File: config.mk
export PLATFORM = sky130hd
export DESIGN_NAME = gnrl_idxdcdr128_module
export DESIGN_NICKNAME = d
export VERILOG_FILES = /design/src/rtl/gnrl_idxdcdr128_module.sv
export SDC_FILE = /design/constraint.sdc
export NUM_CORES = 1
export LEC_CHECK = 0
export ABC_CLOCK_PERIOD_IN_PS = 7200
export CAP_MARGIN = 15
export CORE_MARGIN = 5
export CORE_UTILIZATION = 51
export CTS_CLUSTER_SIZE = 24
export DETAILED_ROUTE_END_ITERATION = 6
export PLACE_DENSITY = 0.84
export SYNTH_ARGS = -nofsm -noshare
export SYNTH_HDL_FRONTEND = slang
export SYNTH_SLANG_ARGS = --single-unit
File: constraint.sdc
create_clock -name i_clk -period 7.2 [get_ports i_clk]
set_clock_uncertainty 0.2 [all_clocks]
set_input_delay 1.8 -clock i_clk [delete_from_list [all_inputs] [get_ports i_clk]]
set_output_delay 1.8 -clock i_clk [all_outputs]
set_load 0.05 [all_outputs]
File: src/rtl/gnrl_idxdcdr128_module.sv
// 128-entry occupancy map updated by index-encoded alloc/free requests.
// Keeps an incremental count, full/empty flags and a round-robin start pointer.
module gnrl_idxdcdr128_module (
   input  logic         i_clk,
   input  logic         i_rst,
   input  logic         i_idx_flush,
   input  logic         i_idx_alloc_vld,
   input  logic [6:0]   i_idx_alloc_idx,
   input  logic         i_idx_free_vld,
   input  logic [6:0]   i_idx_free_idx,
   output logic [127:0] o_idx_map,
   output logic [7:0]   o_idx_count,
   output logic         o_idx_full,
   output logic         o_idx_empty,
   output logic [6:0]   o_idx_start,
   output logic         o_idx_alloc_err,
   output logic         o_idx_free_err
);

   logic [127:0] map_q, map_d;
   logic [7:0]   count_q, count_d;
   logic         full_q, full_d;
   logic         empty_q, empty_d;
   logic [6:0]   start_q, start_d;
   logic         alloc_err_q, alloc_err_d;
   logic         free_err_q, free_err_d;

   logic [127:0] set_mask, clr_mask, map_mid;
   logic         alloc_ok, free_ok;

   always_comb begin
      set_mask = i_idx_alloc_vld ? (128'd1 << i_idx_alloc_idx) : '0;
      clr_mask = i_idx_free_vld  ? (128'd1 << i_idx_free_idx)  : '0;

      // Free is applied before alloc, so a same-index pair on a set bit is legal.
      map_mid     = map_q & ~clr_mask;
      free_err_d  = i_idx_free_vld & ~map_q[i_idx_free_idx];
      alloc_err_d = i_idx_alloc_vld & map_mid[i_idx_alloc_idx];
      free_ok     = i_idx_free_vld & ~free_err_d;
      alloc_ok    = i_idx_alloc_vld & ~alloc_err_d;

      map_d   = map_mid | set_mask;
      count_d = count_q - {7'd0, free_ok} + {7'd0, alloc_ok};
      start_d = alloc_ok ? i_idx_alloc_idx + 7'd1 : start_q;

      if (i_idx_flush) begin
         map_d       = '0;
         count_d     = '0;
         start_d     = '0;
         alloc_err_d = 1'b0;
         free_err_d  = 1'b0;
      end

      full_d  = (count_d == 8'd128);
      empty_d = (count_d == 8'd0);
   end

   always_ff @(posedge i_clk) begin
      if (i_rst) begin
         map_q       <= '0;
         count_q     <= '0;
         full_q      <= 1'b0;
         empty_q     <= 1'b1;
         start_q     <= '0;
         alloc_err_q <= 1'b0;
         free_err_q  <= 1'b0;
      end else begin
         map_q       <= map_d;
         count_q     <= count_d;
         full_q      <= full_d;
         empty_q     <= empty_d;
         start_q     <= start_d;
         alloc_err_q <= alloc_err_d;
         free_err_q  <= free_err_d;
      end
   end

   assign o_idx_map       = map_q;
   assign o_idx_count     = count_q;
   assign o_idx_full      = full_q;
   assign o_idx_empty     = empty_q;
   assign o_idx_start     = start_q;
   assign o_idx_alloc_err = alloc_err_q;
   assign o_idx_free_err  = free_err_q;

endmodule

# After elaboration in Yosys (flattened, before gate mapping)
# Index checks and enable logic that the tools add are counted.
# totals
regBits,147
in_bits,19
word_cells,34
# op_classes
add_sub_neg,3
n_lt_le_gt_ge,2
eq_ne,1
shift,2
n_mux,7
n_bitwise,10
n_reduce_logical,2
# op_table
op,count
$mux W128,2
$shl A1 B7 Y128 const A,2
$and A128 B128 Y128,1
$not A128 Y128,1
$or A128 B128 Y128,1
$lt A7 B8 Y1 const B,2
$bmux W1 S7,2
$add A8 B1 Y8,1
$eq A8 B8 Y1 const B,1
$logic_not A8 Y1,1
$mux W8,1
$sub A8 B1 Y8,1
$add A7 B1 Y7 const B,1
$and A1 B1 Y1,4
$not A1 Y1,3
$mux W1,2
$reduce_or A2 Y1,1

# Longest topological paths before layout
# Gate-level depths: netlist of the first run.
# depth
word_depth,12
ltp_mapped,24
ltp_nobuf,21

# Worst setup path before layout of the first run
# OpenSTA, ideal clock, no wires.
# synth_timing
path_kind,input to register
from,input port i_idx_free_idx[1]
to,register full_q (netlist: o_idx_full)
setup_ns,0.066
t_arrival_ns,6.060
required_time_ns,6.934
path_slack_ns,0.874
path_stages,21
n_path_buf,3
cell_sequence,clkbuf_1 buf_2 clkbuf_1 mux4_2 mux4_2 mux4_2 mux2i_1 nor2b_1 ha_1 inv_1 ha_1 fa_1 a21oi_1 nor2_1 nor2_1 o21bai_1 a21oi_1 xor2_1 nor2_1 nor3_1 nor2b_1
# synth_between
elab_chain_len,12
word_cells_on_any_way,19
cone_classes,add/sub (2); eq/ne (1); shift (1); mux (6); bitwise (9)
# synth_lines
element,line,rtl
start: declaration,10,"input logic [6:0] i_idx_free_idx,"
"parallel branches: the longest is 9 deep, another holds $sub A8 B1 Y8",-,
$add A8 B1 Y8 (*),43,"count_d = count_q - {7'd0, free_ok} + {7'd0, alloc_ok};"
$mux W8 (*),46,if (i_idx_flush) begin
$eq A8 B8 Y1 (*),54,full_d = (count_d == 8'd128);
end signal: assignment,70,full_q <= full_d;
end: declaration,22,"logic full_q, full_d;"
# Mark *: on every way between the ends. The select of a mux whose other input is x is not followed.
# A chain may end at the register's enable or synchronous reset.

# Worst setup path after layout of the first run
# layout_timing
from,input port i_idx_free_idx[2]
to,register full_q (netlist: o_idx_full)
# Same word-level chain as after synthesis.

==> results of run 1 <==
cell usage after synthesis, drive strengths merged (2+ instances only):
library cell / n / share of area [%]
nor3b: 2 / 0.17
or2: 4 / 0.29
a21oi: 144 / 8.4
nand4b: 13 / 1.4
dfxtp: 147 / 34
nor2b: 16 / 1.2
a41oi: 2 / 0.20
nand2b: 7 / 0.51
nand2: 150 / 6.6
o2111ai: 2 / 0.20
a31oi: 2 / 0.15
o311ai: 3 / 0.31
nand4bb: 14 / 1.8
o22ai: 2 / 0.15
or3: 6 / 0.44
xor2: 4 / 0.41
a311oi: 5 / 0.51
a211oi: 4 / 0.35
o211ai: 27 / 2.4
o21bai: 3 / 0.26
nor3: 12 / 0.70
nand4: 9 / 0.65
o41ai: 4 / 0.41
buf: 27 / 1.7
a22oi: 8 / 0.70
clkbuf: 59 / 2.6
or4: 2 / 0.17
ha: 14 / 2.0
nor2: 50 / 2.2
and2: 5 / 0.36
a32oi: 4 / 0.41
or4b: 5 / 0.67
o21ai: 126 / 7.3
a2111oi: 5 / 0.51
mux2i: 11 / 1.3
xnor2: 8 / 0.81
o31ai: 6 / 0.52
mux4: 50 / 13
and3: 4 / 0.29
inv: 17 / 0.74
nand3: 17 / 0.99
o21a: 3 / 0.26
logic make-up after synthesis:
group / after synthesis
AOI/OAI and AO/OA: 358
muxes: 61
buffers and inverters: 104
xor gates and xnor gates: 12
adders and majority gates: 15
DFF: 147
and+or+nand+nor: 322
report_power, final:
| part | leakage, nW | total (mW) | switching [mW] | internal (mW) |
|---|---|---|---|---|
| clock network | 0.300 | 0.979 | 0.385 | 0.594 |
| registers | 1.18 | 0.824 | 0.00406 | 0.820 |
| logic | 2.14 | 0.284 | 0.190 | 0.0938 |
per-stage QoR:
stage / power [mW] / hold WS (ns) / TNS [ns]
finish: 2.087 / 0.2863 / 0
global route: 2.126 / 0.3210 / 0
CTS: 2.074 / 0.2853 / 0
detailed placement: 1.113 / 0.2753 / -0.1197
global placement: 1.111 / 0.2824 / 0
floorplan: 1.006 / 0.5111 / 0
cells in the final DEF, fill, tap and decap left out, types with 4 or more instances in the layout:
| master | n |
|---|---|
| a21oi_1 | 144 |
| a2111oi_0 | 5 |
| nand4_1 | 9 |
| o21ai_1 | 9 |
| clkinvlp_4 | 4 |
| xor2_1 | 4 |
| bufinv_16 | 4 |
| buf_12 | 7 |
| xnor2_1 | 8 |
| mux4_2 | 50 |
| and2_1 | 5 |
| nand4b_1 | 12 |
| nand4bb_1 | 14 |
| nand2_1 | 149 |
| nand3_1 | 17 |
| nor3_1 | 12 |
| a211oi_1 | 4 |
| nand2b_1 | 7 |
| a22oi_1 | 8 |
| nor2_1 | 50 |
| ha_1 | 14 |
| mux2i_1 | 11 |
| dfxtp_1 | 147 |
| a32oi_1 | 4 |
| o21ai_0 | 117 |
| o31ai_1 | 6 |
| buf_4 | 56 |
| nor2b_1 | 16 |
| o211ai_1 | 27 |
| clkbuf_16 | 17 |
| and3_1 | 4 |
| inv_1 | 16 |
| a311oi_1 | 5 |
| or3_1 | 6 |
| clkdlybuf4s50_1 | 162 |
per-layer routing:
metal,up-vias,track usage [%]
met5,-,0
met4,0,21.21
met3,216,9.952
met2,876,53.20
met1,4493,45.80
li1,4126,-
worst max-delay path, delay by kind of cell:
family,cells,cell delay [ns]
AOI/OAI and AO/OA,7,1.52
xor gates and xnor gates,1,0.23
adders and majority gates,3,0.95
buffers and inverters,4,1.29
and+or+nand+nor,8,1.35
registers in the layout, indices dropped and copies added, names as in the netlist:
register         cells
o_idx_free_err       1
o_idx_start          7
o_idx_count          8
o_idx_map          128
o_idx_full           1
o_idx_empty          1
o_idx_alloc_err      1
final timing paths:
check / end / slack [ns]
setup / recovery: o_idx_full / 0.21
hold / removal: o_idx_start[1] / 0.29
setup reg to reg: o_idx_full / 2.30
hold reg to reg: o_idx_start[1] / 0.29
what timing repair did:
| item | in CTS | in global routing |
|---|---|---|
| setup endpoints to repair | 0 | 2 |
| endpoints found under the hold margin | 0 | 0 |
| gates resized for setup | 0 | 3 |
cell type report:
cell class              count  area (µm²)
flip-flops and latches    147        2943
multi-input cells         768        5264
clock inverters            14       202.7
fillers                  1301        5184
clock buffers              18       439.2
repair buffers            229        2208
well taps                 220       275.3
inverters                  18       67.56
==> qor.txt, run 1 <==
CTS Hold Bufs = 0
Initial antenna violation count = 1
Clock buffer count from CTS = 17
Non-Filler Instances = 1414
Latest clock arrival within the worst-skew pair = 0.44 ns
Crit path top cell by count = nor2_1
Yosys warnings = 0
Htree depth = 4
Top_reg_cell synth = dfxtp_1
Routability cong. = 1.065
CTS root buffer = clkbuf_16
GRT Resource Usage Total = 35.52%
Pre-antenna DRT Iters = 7
Finished Cell Area = 0.01140 mm²
Ys async rst share = 0%
Layout area overhead = 32.33%
Hold crit path type = flop to flop
# diodes = 0
PwrDens = 183.0 mW/mm²
CTS tree = built
Status = finished, final reports clean
Hold Path Depth = 2
R2R depth = 18
Main combinational cell family by area after synthesis = compound AO/OA/AOI/OAI gates
DR vias = 9711
Synth Area in Compound Gates = 23.83%
Placeable Area = 0.01658 mm²
Yosys reg bits = 147
Post-Synth XOR/XNOR Area = 1.220%
Hold Path Origin = o_idx_start[1]
Period minus WS final = 6.986 ns
CP required = 7.36 ns
Slowest stage cell on the critical path = clkdlybuf4s50_1
First-pass GRT wire length = 54.54 mm
Chip Height = 140.0 µm
CP Launch Type = input port
CP Cell Sequence = clkdlybuf4s50_1 > buf_4 > nand4bb_1 > buf_4 > o41ai_1 > a22oi_1 > a32oi_1 > nor3b_1 > a32o_2 > nand2_4 > ha_1 > inv_1 > ha_1 > fa_1 > a21oi_1 > nor2_1 > nor2_1 > o21bai_1 > a21oi_1 > xor2_1 > nor2_1 > nor3_1 > nor2b_1
M1 WL = 13.04 mm
Setup WS post-layout = 0.2140 ns
Setup WS pre-CTS = -0.08015 ns
Starting DRC count in detailed routing = 1882
Max-capacitance violation count = 0
Simple-gate share of the synthesized area = 19.14%
Post-synthesis cell area = 0.008615 mm²
Dpl cells = 1381
CP endpoint kind = flop
Port Buffers = 165
Routed wl met2 = 15.57 mm
Worst-Margin Slew = 1.387 ns
Number of global-route vias before repair = 9249
DP Area = 0.01072 mm²
Post CTS Setup Buffer Count = 0
Syn_area_per_cell = 8.454 µm²
Top layer in use = met4
Final setup fails = 0
Crit Reg-Reg Startpoint = o_idx_map[119]
Post-DRT Antenna Nets = 0
Largest net degree at the start of global routing = 73
IO Pins = 166
Die footprint = 0.01959 mm²
Post-synthesis adder-cell area fraction = 2.266%
Wire length on met3 = 4.758 mm
Critical path origin = i_idx_free_idx[2]
Post-route DRC = 0
Worst-path clk slew = 0.06 ns
DR WL/cell = 25.41 µm
Dpl hpwl = 25.20 mm
Distinct cells, synth = 68
Fin. Hold Viols = 0
Layout cells sized above 1 = 13.74%
Vias/cell = 6.868
Global route total overflow = 0
Worst vdd ir = 0.0001697 V
CP Data Arrival Time = 7.15 ns
Syn Nets = 1053
Sequential share of the synthesized area = 34.16%
# nets final = 1215
Final period utilization = 97.03%
Final core occ = 68.74%
Leak pwr = 3.627 nW
Slew Viols, Final = 0
Routed wire length = 35.93 mm
RSZ-0062 raised after global routing = no
Fmax = 0.1431 GHz
Worst Setup Path Type = input port to flop
CP max stage delay = 0.73 ns
Post-synth EDFFs = 0
Initial Util = 51.95%
Clock Sinks = 147
Slew margin rel. = 7.347%
FP Rows = 47
Clk buf depth = 2
Worst-path maximum fanout = 12
Mapped Cells = 1019
Mux contribution to synthesized area = 14.35%
Die width = 140.0 µm
Note: power is estimated with default switching activity, not from simulation.
==> inputs of run 2 (changes only) <==
- ABC_AREA: default -> 1
- PLACE_DENSITY: 0.84 -> 0.83
==> qor.txt, run 2 <==
Number of global-route vias before repair = 11580
Post CTS Setup Buffer Count = 0
Clock power frac = 42.1%
Leak pwr = 4.005 nW
DR vias = 12020
Post-synthesis cell area = 0.009335 mm²
Fin. Hold Viols = 0
Clock Sinks = 147
Distinct cells, synth = 41
CTS root buffer = clkbuf_16
Syn_area_per_cell = 6.232 µm²
Net Sw Frac = 32.55%
R2R depth = 22
Initial Util = 51.97%
GR Util met2 = 57.40%
Slew Viols, Final = 0
Most frequent cells in the layout = nand2_1 (464), clkdlybuf4s50_1 (162), nand3_1 (161), a21oi_1 (148), dfxtp_1 (147)
Worst-path maximum fanout = 21
Yosys warnings = 0
FP Rows = 49
Global route total overflow = 0
Clock buffer count from CTS = 17
Busiest metal layer after global routing = met2
Max-capacitance violation count = 0
Setup WS post-layout = 0.6909 ns
CTS resizes = 0
Int Pwr = 1.451 mW
Failing checks = DRC
Htree depth = 4
Ys async rst share = 0%
Mapped Cells = 1498
Worst-path clk slew = 0.07 ns
Post-synth EDFFs = 0
Most frequent cell after synthesis = nand2_1
Synth area leaders = dfxtp_1 (32%), nand2_1 (19%), nand3_1 (8.6%), a21oi_1 (7.9%), nor2_1 (5.4%)
Worst Setup Path Type = input port to flop
Chip Height = 145.3 µm
Final period utilization = 90.40%
Worst-Margin Slew = 1.003 ns
RSZ-0062 raised after global routing = no
Slew margin rel. = 32.94%
Vias/cell = 6.478
Top cells by count, synth = nand2_1 (464), nand3_1 (161), a21oi_1 (148)
IO Pins = 166
CTS Hold Bufs = 0
Met1 Usage GRT = 48.63%
CTS tree = built
Layout area overhead = 25.73%
Dpl hpwl = 29.51 mm
Die footprint = 0.02111 mm²
Starting DRC count in detailed routing = 1870
Yosys top cell area share = 31.52%
Routability cong. = 1.044
# nets final = 1650
Worst vdd ir = 0.0001947 V
Most common cell after layout, fill and taps aside = nand2_1
Fillers = 1719
Syn Nets = 1532
Pre-antenna DRT Iters = 7
Yosys reg bits = 147
Post-synth top area cell = dfxtp_1
Top_reg_cell synth = dfxtp_1
CP required = 7.37 ns
Seq pwr share = 38.7%
Post-route DRC = 12
Routed wire length = 43.15 mm
Psw = 700.3 µW
Hold crit path type = flop to flop
PwrDens = 183.3 mW/mm²
Sequential share of the synthesized area = 31.52%
Hold Path Depth = 2
Crit path top cell by count = nand2_1
Port Buffers = 165
Setup TNS = 0 ns
Setup WS pre-CTS = 0.4731 ns
Post-DRT Antenna Nets = 0
CP Data Arrival Time = 6.68 ns
Die width = 145.3 µm
Final setup fails = 0
Status = finished with violations
Comb pwr share = 19.2%
Fmax = 0.1536 GHz
Largest net degree at the start of global routing = 68
DR WL/cell = 23.25 µm
Placeable Area = 0.01796 mm²
Slowest stage cell on the critical path = clkdlybuf4s50_1
CP endpoint kind = flop
CP Launch Type = input port
CP max stage delay = 0.65 ns
First-pass GRT wire length = 65.78 mm
# diodes = 0
GRT Resource Usage Total = 38.91%
Clk buf depth = 2
Period minus WS final = 6.509 ns
Latest clock arrival within the worst-skew pair = 0.45 ns
Number of flip-flops in the largest register = 128
Initial antenna violation count = 0
Layout cells sized above 1 = 7.929%
Routing usage on met3 = 14.22%
## run 2: cell count changes after synthesis, sizes merged, moves of 22 or more
cell and change:
inv +40, nor3 +22, mux4 -50, o21ai -56, nor2 +102, nand3 +152
nand2 +317, nand4 +56, buf +27, o211ai -25
## run 2: per-stage QoR
stage	utilization, %	hold WS [ns]	area (µm²)	power, mW	instances
2_1_floorplan	-	0.5027	9335	1.114	1498
3_3_place_gp	62.16	0.2662	11170	1.243	1826
3_5_place_dp	62.16	0.2810	11170	1.246	1826
4_1_cts	65.34	0.2999	11740	2.130	1856
5_1_grt	65.34	0.3224	11740	2.207	1856
6_report	65.34	0.2928	11740	2.151	1856
## run 2: kinds of logic (layout without fill, tap and decap cells)
kind of cell | after synthesis | after routing | share of synthesized area [%]
xor gates and xnor gates | 5 | 5 | 0.4691
adders and majority gates | 15 | 15 | 2.091
buffers and inverters | 176 | 305 | 7.961
AOI/OAI and AO/OA | 266 | 266 | 15.87
and+or+nand+nor | 889 | 889 | 42.09
DFF | 147 | 147 | 31.52
## run 2: final cells by class
type                            instances  area (µm²)  area share [%]
Clock buffer                           18       439.2           3.742
Clock inverter                         12       132.6           1.130
Inverter                               61       232.7           1.983
Multi-Input combinational cell       1175        5662           48.24
Sequential cell                       147        2943           25.07
Tap cell                              229       286.5           2.441
Timing Repair Buffer                  214        2042           17.40
## run 2: power by group through the flow
stage	clock network (mW)	logic (mW)	registers, mW
global placement	0	0.392	0.851
CTS	0.900	0.397	0.833
global route	0.937	0.436	0.834
finish	0.905	0.414	0.833
detailed placement	0	0.395	0.851
floorplan	0	0.222	0.892
## run 2: critical path, delay by kind of cell
family	cells	cell delay, ns
AOI/OAI and AO/OA	5	0.76
buffers and inverters	5	1.29
adders and majority gates	3	0.68
and+or+nand+nor	16	2.13
## run 2: path summary, 6_finish.rpt
path | startpoint | endpoint | slack [ns]
hold reg to reg | o_idx_start[1] | o_idx_start[1] | 0.29
hold / removal | o_idx_start[1] | o_idx_start[1] | 0.29
setup / recovery | i_idx_free_idx[2] | o_idx_full | 0.69
setup reg to reg | o_idx_map[44] | o_idx_full | 2.93
## run 2: metal layers
layer  wire [µm]  vias to the layer above
met4        3027                        0
li1            -                     5308
met5           0                        -
met1       15580                     5428
met3        6438                      263
met2       18100                     1025
==> inputs of run 3 (changes only) <==
- CAP_MARGIN: 15 -> 25
==> results of run 3 <==
The final DEF is identical to that of run 2; final timing and power are the same.
